==> src/rtl/lane_rr_arbiter.sv <==
// lane_rr_arbiter: packet-locked round-robin arbiter sharing one packed lane
// bus among NREQ requesters, with a single registered valid/ready output stage.
module lane_rr_arbiter #(
    parameter int NREQ     = 4,
    parameter int W        = 12,
    parameter int HOLD_MAX = 8
) (
    input  logic                                   clk,
    input  logic                                   rst_n,
    input  logic [NREQ-1:0]                        req_valid,
    input  logic [NREQ*W-1:0]                      req_data,
    input  logic [NREQ-1:0]                        req_last,
    output logic [NREQ-1:0]                        req_ready,
    output logic                                   out_valid,
    output logic [W-1:0]                           out_data,
    output logic [((NREQ > 1) ? $clog2(NREQ) : 1)-1:0] out_src,
    output logic                                   out_last,
    input  logic                                   out_ready,
    output logic                                   busy
);

    localparam int SRC_W = (NREQ > 1) ? $clog2(NREQ) : 1;
    localparam int CNT_W = 8;
    localparam logic [CNT_W-1:0] CNT_LIMIT = CNT_W'(HOLD_MAX - 1);
    localparam logic [SRC_W-1:0] LAST_IDX  = SRC_W'(NREQ - 1);

    typedef enum logic {
        IDLE  = 1'b0,
        GRANT = 1'b1
    } state_t;

    state_t             state_q, state_d;
    logic [SRC_W-1:0]   ptr_q, ptr_d;
    logic [SRC_W-1:0]   gnt_q, gnt_d;
    logic [CNT_W-1:0]   cnt_q, cnt_d;
    logic               ov_q, ov_d;
    logic [W-1:0]       od_q, od_d;
    logic [SRC_W-1:0]   os_q, os_d;
    logic               ol_q, ol_d;

    logic [W-1:0]       lane_data [NREQ];
    logic [SRC_W-1:0]   cand;
    logic [SRC_W-1:0]   win_idx;
    logic               win_found;
    logic               accept;
    logic               end_pkt;

    // Unpack the flattened request bus into one lane word per requester.
    for (genvar g = 0; g < NREQ; g++) begin : g_unpack
        assign lane_data[g] = req_data[g*W +: W];
    end

    // Rotating priority scan: first valid requester starting at ptr.
    always_comb begin
        win_found = 1'b0;
        win_idx   = '0;
        cand      = '0;
        for (int i = 0; i < NREQ; i++) begin
            cand = SRC_W'((int'(ptr_q) + i) % NREQ);
            if (!win_found && req_valid[cand]) begin
                win_found = 1'b1;
                win_idx   = cand;
            end
        end
    end

    // Handshake outputs: only the granted lane may be ready, gated by output space.
    always_comb begin
        req_ready = '0;
        if (state_q == GRANT) begin
            req_ready[gnt_q] = !ov_q || out_ready;
        end
    end

    assign accept  = (state_q == GRANT) && req_valid[gnt_q] && req_ready[gnt_q];
    // A grant ends on the packet's last beat or when the hold budget runs out.
    assign end_pkt = accept && (req_last[gnt_q] || (cnt_q == CNT_LIMIT));
    assign busy    = (state_q != IDLE) || ov_q;

    // Next-state and output-register update logic.
    always_comb begin
        state_d = state_q;
        ptr_d   = ptr_q;
        gnt_d   = gnt_q;
        cnt_d   = cnt_q;
        ov_d    = ov_q;
        od_d    = od_q;
        os_d    = os_q;
        ol_d    = ol_q;

        case (state_q)
            IDLE: begin
                if (win_found) begin
                    gnt_d   = win_idx;
                    cnt_d   = '0;
                    state_d = GRANT;
                end
            end
            GRANT: begin
                if (end_pkt) begin
                    ptr_d   = (gnt_q == LAST_IDX) ? '0 : gnt_q + SRC_W'(1);
                    state_d = IDLE;
                end
            end
            default: state_d = IDLE;
        endcase

        // A new beat overwrites the output register; consume-and-accept in
        // the same cycle keeps the stream running without a bubble.
        if (accept) begin
            od_d  = lane_data[gnt_q];
            os_d  = gnt_q;
            ov_d  = 1'b1;
            ol_d  = end_pkt;
            cnt_d = cnt_q + CNT_W'(1);
        end else if (ov_q && out_ready) begin
            ov_d = 1'b0;
        end
    end

    // State and output registers, cleared asynchronously so an in-flight beat is dropped.
    always_ff @(posedge clk or negedge rst_n) begin
        if (!rst_n) begin
            state_q <= IDLE;
            ptr_q   <= '0;
            gnt_q   <= '0;
            cnt_q   <= '0;
            ov_q    <= 1'b0;
            od_q    <= '0;
            os_q    <= '0;
            ol_q    <= 1'b0;
        end else begin
            state_q <= state_d;
            ptr_q   <= ptr_d;
            gnt_q   <= gnt_d;
            cnt_q   <= cnt_d;
            ov_q    <= ov_d;
            od_q    <= od_d;
            os_q    <= os_d;
            ol_q    <= ol_d;
        end
    end

    assign out_valid = ov_q;
    assign out_data  = od_q;
    assign out_src   = os_q;
    assign out_last  = ol_q;

endmodule

==> config.mk <==
export PLATFORM = sky130hd
export DESIGN_NAME = lane_rr_arbiter
export DESIGN_NICKNAME = d
export VERILOG_FILES = /design/src/rtl/lane_rr_arbiter.sv
export SDC_FILE = /design/constraint.sdc
export NUM_CORES = 1
export LEC_CHECK = 0
export CORE_ASPECT_RATIO = 0.7
export CORE_MARGIN = 2
export CORE_UTILIZATION = 40
export DETAILED_ROUTE_END_ITERATION = 12
export GPL_TIMING_DRIVEN = 1
export PLACE_DENSITY = 0.76
export RECOVER_POWER = 100
export SLEW_MARGIN = 0
export SYNTH_ARGS = -nofsm -noshare
export SYNTH_HDL_FRONTEND = slang
export SYNTH_SLANG_ARGS = --single-unit
export TNS_END_PERCENT = 5
==> constraint.sdc <==
create_clock -name clk -period 4.5 [get_ports clk]
set_input_delay 0.9 -clock clk [delete_from_list [all_inputs] [get_ports clk]]
set_output_delay 0.9 -clock clk [all_outputs]
set_load 0.02 [all_outputs]
==> reports/qor.csv <==
metric,value,unit
postcts setup bufs,0,
pwr/cell area,553,nW/um^2
failing checks,"max-capacitance violations, max-slew violations",
Synth Instances,152,
GR peak layer,met2,
critical path's largest stage delay,0.84,ns
crit-path cells,dlygate4sd3_1 > nand2_1 > mux4_2 > nor2_1 > mux2_2,
CTS H-tree lvls,2,
synth top area cells,"dfrtp_1 (39%), mux4_2 (14%), mux2_4 (8.0%), ha_1 (3.3%), mux4_1 (2.8%)",
GRT Total Usage,0.191,
Num CTS Buffers,5,
nets@finish,297,
hold_buf cts,0,
"Reg clk slew, reported paths",0.06,ns
Leak,1.10,nW
final core occ,0.619,
n_diodes,0,
CP max FO,13,
vias in the first global route,1688,
Final setup viols,0,
Routed wire per std cell,15.9,um
Yosys top cell area share,0.385,
# port buffers,79,
startpoint types,primary input,
largest net degree at the start of global routing,30,
outcome,"finished, violations left",
die height,61.4,um
"EDFF count, synth",0,
CP endpoint kind,flip-flop,
gpl congestion,0.758,
layout cell share with drive strength beyond 1,0.150,
DIE AREA,5280,sq um
synth unique cells,43,
post-CTS sizing,0,
met2 Track Usage GR,0.320,
Cell Rows,20,
CTS Buffer Depth,2,
Syn Nets,216,
syn_area_per_cell,12.4,sq um
Synth area leader,dfrtp_1,
DP HPWL,3460,um
Sink Count,29,
final WL,4610,um
max_cap viols,1,
fin crit share,0.747,
GRT overflow,0,
Hold WC Path Type,flip-flop to flip-flop,
Max VDD drop,308,uV
Pins Over Slew Limit,30,
Yosys reg bits,29,
Worst-Skew Late Latency,0.27,ns
Worst-Margin Slew,1.53,ns
total negative setup slack,0,ns
RSZ-0062 raised after global routing,false,
GR Util met3,0.0550,
width of the die,86.0,um
Mapped Area,1880,sq um
f_max,298,MHz
WS Path Type,primary input to flip-flop,
core area,4430,sq um
Crit-path slowest cell,nor2_1,
Starting Density,0.425,
"antenna viol nets, final",0,
first-pass detailed-route iteration total,4,
initial antenna violation count,0,
minimum clock period after layout,3.36,ns
Initial DRC Count,72,
worst-case clock skew,0.00283,ns
first-pass GRT wire length,7780,um
critical path arrival,3.52,ns
met1 GRT Util,0.251,
via count,1577,
CTS tree,built,
Layout area overhead,45.5,%
Main synth FF type,dfrtp_1,
Ys Warns,0,
Slew headroom,-0.0209,
DRC,0,
clock root cell,clkbuf_8,
I/O Pins,80,
Critical Path RT,4.66,ns
Vias/cell,5.46,
async set-or-reset flop fraction in the synthesized netlist,1.00,
"Seq/Total Area, Yosys",0.385,
hold violation count in the final report,0,
-- cell families (layout without fill, tap and decap cells) --
family	Yosys count	in the layout	share of synthesized area
adders and majority gates	5	5	0.0332
buffers and inverters	12	94	0.0392
AOI/OAI and AO/OA	31	31	0.108
and+or+nand+nor	42	42	0.132
muxes	31	31	0.292
DFF	29	29	0.385
xor gates and xnor gates	2	2	0.00930
-- critical path, delay by kind of cell --
family,cells,cell delay (ns)
multiplexers,2,1.03
AND/OR/NAND/NOR,2,0.92
buffers and inverters,1,0.66
-- through the flow --
stage | setup WS [ns] | hold WS (ns) | area, sq um | instances | power (mW)
2_1_floorplan | 2.25 | 0.472 | 1880 | 152 | 1.08
3_3_place_gp | 1.30 | 0.472 | 2710 | 281 | 1.39
3_5_place_dp | 1.24 | 0.473 | 2710 | 281 | 1.41
4_1_cts | 1.23 | 0.493 | 2810 | 289 | 1.65
5_1_grt | 0.927 | 0.504 | 2740 | 289 | 1.62
6_report | 1.14 | 0.482 | 2740 | 289 | 1.52
-- worst paths after layout --
check                        startpoint          end  slack (ns)  depth (start not counted)
max in group asynchronous         rst_n  out_data[7]        2.07                          2
hold / removal                 out_last     out_last        0.48                          1
min in group asynchronous         rst_n     cnt_q[7]        1.53                          2
hold reg to reg                out_last     out_last        0.48                          1
setup reg to reg               gnt_q[1]  out_data[3]        1.23                          5
setup / recovery           req_valid[3]  out_data[3]        1.14                          5
-- cells in the mapped netlist (2+ instances only) --
| master | count |
|---|---|
| a31o_1 | 3 |
| inv_1 | 2 |
| buf_6 | 2 |
| mux2_1 | 4 |
| nand3_1 | 3 |
| inv_2 | 2 |
| o21ai_0 | 4 |
| nor2_1 | 3 |
| mux4_1 | 2 |
| xnor2_1 | 2 |
| nand2_1 | 13 |
| o21ai_1 | 9 |
| o211ai_1 | 4 |
| mux4_2 | 12 |
| ha_1 | 5 |
| clkbuf_1 | 2 |
| mux2_4 | 10 |
| and3_1 | 4 |
| nor3_1 | 3 |
| a21oi_1 | 3 |
| nand2b_1 | 5 |
| a211oi_1 | 3 |
| buf_2 | 2 |
| or2_2 | 2 |
| dfrtp_1 | 29 |
| mux2_2 | 2 |
-- state kept, by name (all words and copies together), names as in the netlist --
signal and flops:
out_last 1, out_valid 1, out_data 12, ptr_q 2, gnt_q 2, state_q 1
out_src 2, cnt_q 8
-- power by group --
part           switching (mW)  internal [mW]  total, mW
combinational           0.391          0.427      0.818
sequential              0.101          0.364      0.464
clock                  0.0956          0.138      0.234
-- layout by cell type, fill, tap and decap left out, drive strengths merged, types with 5 or more instances in the layout --
cell type | Yosys | layout
mux4 | 14 | 14
dlygate4sd3 | 0 | 23
dfrtp | 29 | 29
nand2b | 6 | 6
clkbuf | 2 | 9
o21ai | 13 | 13
ha | 5 | 5
clkdlybuf4s50 | 0 | 56
mux2 | 16 | 16
nand2 | 13 | 13
-- layer usage --
layer | wire length, um | share of wire
met3 | 381 | 0.083
met2 | 2040 | 0.44
met4 | 56 | 0.012
met1 | 2130 | 0.46
met5 | 0 | 0
-- cell type report --
| type | count | area [sq um] |
|---|---|---|
| Fill cell | 395 | 1690 |
| Multi-Input combinational cell | 111 | 1020 |
| Timing Repair Buffer | 82 | 806 |
| Sequential cell | 29 | 726 |
| Clock buffer | 7 | 96.3 |
| Tap cell | 55 | 68.8 |
| Inverter | 4 | 15.0 |
| Clock inverter | 1 | 5.00 |
No activity file was read; power rests on OpenSTA's default activity.
